$ cat src/rtl/aes_key_sched_ctrl.sv
// aes_key_sched_ctrl
// Sequences the AES-256 key-expansion datapath. A cipher key is latched into a
// 256-bit window, the external (combinational) expander is stepped once per
// cycle through rounds 0..NR, and each returned round key is written into a
// local key store. The store is served to the round pipeline through a
// registered read port with one cycle of latency.
//
// Handshake: a key transfer happens on a rising edge where key_valid and
// key_ready are both 1. key_ready depends only on controller state (never on
// key_valid). While key_ready is 0 an offered key is not consumed, so the
// source must hold key_valid/key_in until a transfer edge.
//
// NR must be <= 15 because the expander round index is 4 bits wide.
module aes_key_sched_ctrl #(
    parameter int NR    = 14,
    parameter int KEY_W = 256
) (
    input  logic               clk,
    input  logic               rst_n,
    input  logic               key_valid,
    output logic               key_ready,
    input  logic [KEY_W-1:0]   key_in,
    output logic [KEY_W-1:0]   exp_in,
    output logic [3:0]         exp_round,
    input  logic [KEY_W/2-1:0] exp_out,
    input  logic [3:0]         rk_addr,
    input  logic               rk_rd,
    output logic [KEY_W/2-1:0] rk_data,
    output logic               sched_done,
    output logic [1:0]         dbg_state_o
);

    localparam int         RK_W = KEY_W / 2;
    localparam logic [3:0] NR_L = 4'(NR);

    typedef enum logic [1:0] {
        S_IDLE   = 2'd0,
        S_EXPAND = 2'd1,
        S_READY  = 2'd2
    } state_t;

    state_t             state_q;
    logic               key_ready_q;
    logic               sched_done_q;
    logic [KEY_W-1:0]   window_q;
    logic [3:0]         round_q;
    logic [3:0]         ctr_q;
    logic [RK_W-1:0]    rk_data_q;
    logic [RK_W-1:0]    store_q [NR+1];

    logic key_accept;
    assign key_accept = key_valid && key_ready_q;

    // Control FSM: key accept, per-round stepping, window update and registered status.
    // round_q mirrors ctr_q while expanding but keeps the last round index afterwards,
    // and the window is not shifted on the final round, so the expander inputs stay
    // frozen while idle or ready.
    always_ff @(posedge clk or negedge rst_n) begin
        if (!rst_n) begin
            state_q      <= S_IDLE;
            key_ready_q  <= 1'b1;
            sched_done_q <= 1'b0;
            window_q     <= '0;
            round_q      <= '0;
            ctr_q        <= '0;
        end else begin
            case (state_q)
                S_IDLE, S_READY: begin
                    if (key_accept) begin
                        window_q     <= key_in;
                        ctr_q        <= '0;
                        round_q      <= '0;
                        sched_done_q <= 1'b0;
                        key_ready_q  <= 1'b0;
                        state_q      <= S_EXPAND;
                    end
                end
                S_EXPAND: begin
                    if (ctr_q == NR_L) begin
                        state_q      <= S_READY;
                        sched_done_q <= 1'b1;
                        key_ready_q  <= 1'b1;
                        ctr_q        <= '0;
                    end else begin
                        // Rounds 0 and 1 just return the key halves; from round 2 on
                        // the newest four words slide into the window.
                        if (ctr_q >= 4'd2) begin
                            window_q <= {window_q[RK_W-1:0], exp_out};
                        end
                        ctr_q   <= ctr_q + 4'd1;
                        round_q <= ctr_q + 4'd1;
                    end
                end
                default: begin
                    state_q     <= S_IDLE;
                    key_ready_q <= 1'b1;
                end
            endcase
        end
    end

    // Key store write: one round key per expansion cycle at the current round index.
    always_ff @(posedge clk) begin
        if (state_q == S_EXPAND) begin
            store_q[ctr_q] <= exp_out;
        end
    end

    // Registered read port: out-of-range indices read as zero, no strobe holds the data.
    always_ff @(posedge clk or negedge rst_n) begin
        if (!rst_n) begin
            rk_data_q <= '0;
        end else if (rk_rd) begin
            rk_data_q <= (rk_addr <= NR_L) ? store_q[rk_addr] : '0;
        end
    end

    assign key_ready   = key_ready_q;
    assign sched_done  = sched_done_q;
    assign exp_in      = window_q;
    assign exp_round   = round_q;
    assign rk_data     = rk_data_q;
    assign dbg_state_o = state_q;

endmodule

$ cat config.mk
export PLATFORM = sky130hd
export DESIGN_NAME = aes_key_sched_ctrl
export DESIGN_NICKNAME = d
export VERILOG_FILES = /design/src/rtl/aes_key_sched_ctrl.sv
export SDC_FILE = /design/constraint.sdc
export NUM_CORES = 2
export LEC_CHECK = 0
export CORE_MARGIN = 8
export CORE_UTILIZATION = 40
export CTS_CLUSTER_DIAMETER = 30
export DETAILED_ROUTE_END_ITERATION = 8
export PLACE_DENSITY_LB_ADDON = 0.25
export REMOVE_ABC_BUFFERS = 1
export SYNTH_ARGS = -nofsm -noshare
export SYNTH_HDL_FRONTEND = slang
export SYNTH_SLANG_ARGS = --single-unit
$ cat constraint.sdc
create_clock -name clk -period 6.4 [get_ports clk]
set_input_delay 0.96 -clock clk [delete_from_list [all_inputs] [get_ports clk]]
set_output_delay 0.96 -clock clk [all_outputs]
set_load 0.01 [all_outputs]
==> impl_metrics.py <==
metrics = {
    "run_status": {
        "outcome": "complete, no violations",
    },
    "detailed_routing": {
        "vias": 55510,
        "drc": 0,
        "drt_first_pass_iters": 5,
        "finalWirelength_mm": 260.8,
        "dr.first_iter.drc_count": 4405,
        "wl_per_cell_um": 25.87,
        "vias_per_cell": 5.505,
        "ant_nets": 0,
    },
    "placed_design": {
        "io_buffers": 783,
        "dp.cells": 9230,
        "dp_hpwl_mm": 133.6,
        "place_congestion": 0.7395,
    },
    "clocking": {
        "cts_buffers": 461,
        "cts_tree": "done",
        "post_cts_buffers": 0,
        "clock_sinks": 2316,
        "cts_resized": 0,
        "cts-root-buf": "clkbuf_16",
        "clk_pin_slew_ns": 0.05,
        "h-tree-depth": 5,
        "cts_hold_buf": 0,
        "clk_latency_ns": 1.03,
        "clockBufferDepth": 4,
    },
    "global_route": {
        "grt_pass1_vias": 56970,
        "grt_max_degree": 189,
        "grt_overflow": 0,
        "grt_pass1_wl_mm": 377.7,
        "grt.total_usage_pct": 20.39,
        "antenna_found_initial": 7,
    },
    "setup_path": {
        "critPathCaptureType": "register",
        "cp_cell_sequence": "nand2b_4 > nor3_1 > and2_4 > buf_12",
        "cp.required_ns": 6.92,
        "cp.arrival_ns": 4.11,
        "worstSetupPathType": "reg2reg",
        "slowest_delay_ns": 0.75,
        "r2r_cells": 4,
        "r2r_end": "store_q[3][40]",
        "crit_path_max_fanout": 96,
        "reg2reg_slack_ns": 2.81,
        "crit_path_start_kind": "register",
        "cp.buffers_inverters": 1,
        "critPathSlowestCell": "and2_4",
        "critPathTopFamily": "simple AND/OR/NAND/NOR gates",
        "r2r_start": "dbg_state_o[0]",
    },
    "yosys": {
        "synth_cell_types": 42,
        "synth.yosys.seq_area_share_pct": 73.19,
        "synth_top_area_share_pct": 62.46,
        "synth_enable_flop_cells": 1920,
        "synth_top_cell_by_area": "edfxtp_1",
        "synthesis.area_mm2": 0.09231,
        "synth_area_per_cell_um2": 15.99,
        "synth_seq_cells": 2316,
        "synthFlopType": "edfxtp_1",
        "synth_warnings": 0,
        "synthCells": 5774,
        "synthTopCellsByArea": "edfxtp_1 (62%), dfrtp_1 (11%), mux2i_1 (6.9%)",
        "synthArstFlopShare_pct": 17.10,
    },
    "sta": {
        "timing.setup.tns_ns": 0,
        "setup_viol": 0,
        "hold_violations": 0,
        "fin_crit_sh_pct": 56.02,
        "worst_slew_pin_slew_ns": 1.170,
        "clock-skew-final_ns": 0.1285,
        "fmax_mhz": 278.9,
        "min_period_ns": 3.585,
        "grt_setup_unrepaired": "false",
        "maxSlewHeadroom_pct": 22.01,
        "drv_slew": 0,
    },
    "layout": {
        "fillers": 18660,
        "multi_input_area_mm2": 0.02207,
        "ff_latch_area_mm2": 0.06757,
        "post_layout_nonfiller_instances": 10080,
        "drive_gt1_share_pct": 14.70,
        "nets": 7063,
        "syn_to_final_growth_pct": 28.84,
    },
    "flow_run": {
        "maxCapViolCount": 0,
    },
    "die": {
        "rows": 176,
        "initial_core_util_pct": 40.19,
        "ios": 784,
        "fp.dieH_um": 496.4,
        "core_mm2": 0.2297,
        "die_width_um": 496.4,
        "dieArea_mm2": 0.2464,
    },
    "min_path": {
        "min-delay-path-class": "in2async",
    },
    "power": {
        "power_frac_clock_pct": 45.5,
        "pwr-share-comb_pct": 17.8,
        "irDropWorstVdd_mv": 0.5977,
        "switching_share_pct": 27.11,
        "seqPwrFrac_pct": 36.7,
        "p_per_area_mw_per_mm2": 449.0,
        "switchingPower_mw": 14.48,
        "cellInternalPower_mw": 38.93,
        "p_leak_nw": 43.42,
    },
}
-- placed cells by master, fill, tap and decap left out, types with 133 or more instances in the layout --
cell and n:
a21oi_1 258, a41oi_1 256, clkbuf_16 464, clkdlybuf4s50_1 777
dfrtp_1 395, edfxtp_1 1920, mux2i_1 640, nand2_1 649
nor2_1 133, o22ai_1 257
-- registers in the layout (all words and copies together) (netlist names) --
signal / cells
exp_round: 4
dbg_state_o: 2
store_q: 1920
key_ready: 1
exp_in: 256
sched_done: 1
rk_data: 128
ctr_q: 4
-- metal layers --
metal  share of wire [%]  vias to the layer above  routed length (µm)  GRT usage, %
met5                   0                        -                   0             0
met4                 2.2                        0                5826         5.785
met3                 7.4                      367               19210         4.927
met2                  46                     1996              121100         32.16
met1                  44                    28550              114700         28.33
li1                    -                    24600                   -             -
-- final cells by class --
type | instances | share of cell area (%)
Multi-Input combinational cell | 2881 | 18.55
Antenna cell | 2 | 0.004208
Clock inverter | 312 | 3.212
Inverter | 133 | 0.4240
Tap cell | 3026 | 3.183
Timing Repair Buffer | 874 | 7.617
Sequential cell | 2316 | 56.81
Clock buffer | 540 | 10.20
-- power groups by stage --
stage               clock (mW)  sequential [mW]  combinational [mW]
CTS                       24.7             19.6                9.63
finish                    24.3             19.6                9.51
global placement             0             19.8                9.43
global route              25.4             19.8                10.3
detailed placement           0             19.8                9.60
floorplan                    0             20.3                5.25
-- through the flow --
step / setup slack, ns / power (mW) / hold slack, ns / instance area, µm² / util, %
after global placement: 2.706 / 29.19 / 0.4652 / 103000 / 44.84
final: 2.815 / 53.41 / 0.06404 / 118900 / 51.78
after global routing: 2.625 / 55.50 / 0.05813 / 118900 / 51.78
after floorplan: -28.91 / 25.54 / 0.5182 / 90030 / -
after CTS: 2.811 / 53.89 / 0.01440 / 118900 / 51.78
after detailed placement: 2.648 / 29.42 / 0.4686 / 103000 / 44.84
-- worst max path at each step --
| stage | start | endpoint | slack [ns] | cells after the start |
|---|---|---|---|---|
| global placement | rk_addr[2] | rk_data[51] | 2.71 | 6 |
| detailed placement | rk_addr[2] | rk_data[37] | 2.65 | 6 |
| global route | dbg_state_o[0] | store_q[3][40] | 2.62 | 4 |
| CTS | dbg_state_o[0] | store_q[3][40] | 2.81 | 4 |
| finish | dbg_state_o[0] | store_q[3][40] | 2.81 | 4 |
| floorplan | dbg_state_o[0] | exp_in[0] | -28.91 | 4 |
-- cells in the mapped netlist, types with 2 or more instances --
cell / instances
clkbuf_1: 243
buf_6: 32
nand2b_1: 3
buf_4: 34
buf_1: 29
buf_2: 96
inv_1: 133
nor2b_1: 2
a21o_1: 2
and2_1: 12
nor2_1: 133
edfxtp_1: 1920
ha_1: 4
nor3_1: 130
and4_1: 2
buf_8: 4
o21ai_0: 5
mux4_2: 128
o32ai_2: 34
a22o_1: 4
o211a_1: 128
a41oi_1: 256
o21a_1: 128
o32ai_1: 94
nand2_1: 650
buf_12: 5
mux2i_1: 640
dfrtp_1: 395
a21oi_1: 258
o22ai_1: 257
and3_1: 2
-- cell families (layout without fill, tap and decap cells) --
| family | after synthesis | in the layout | synth area share (%) |
|---|---|---|---|
| flip-flops | 2316 | 2316 | 73.19 |
| AO/OA/AOI/OAI | 1168 | 1168 | 9.585 |
| AND/OR/NAND/NOR | 940 | 940 | 4.081 |
| multiplexers | 768 | 768 | 10.06 |
| buffers and inverters | 577 | 1859 | 3.016 |
| adder cells (fa/ha/maj) | 4 | 4 | 0.05422 |
| XOR/XNOR | 1 | 1 | 0.009489 |
| other | 0 | 2 | 0 |
No activity file was read; power rests on OpenSTA's default activity.
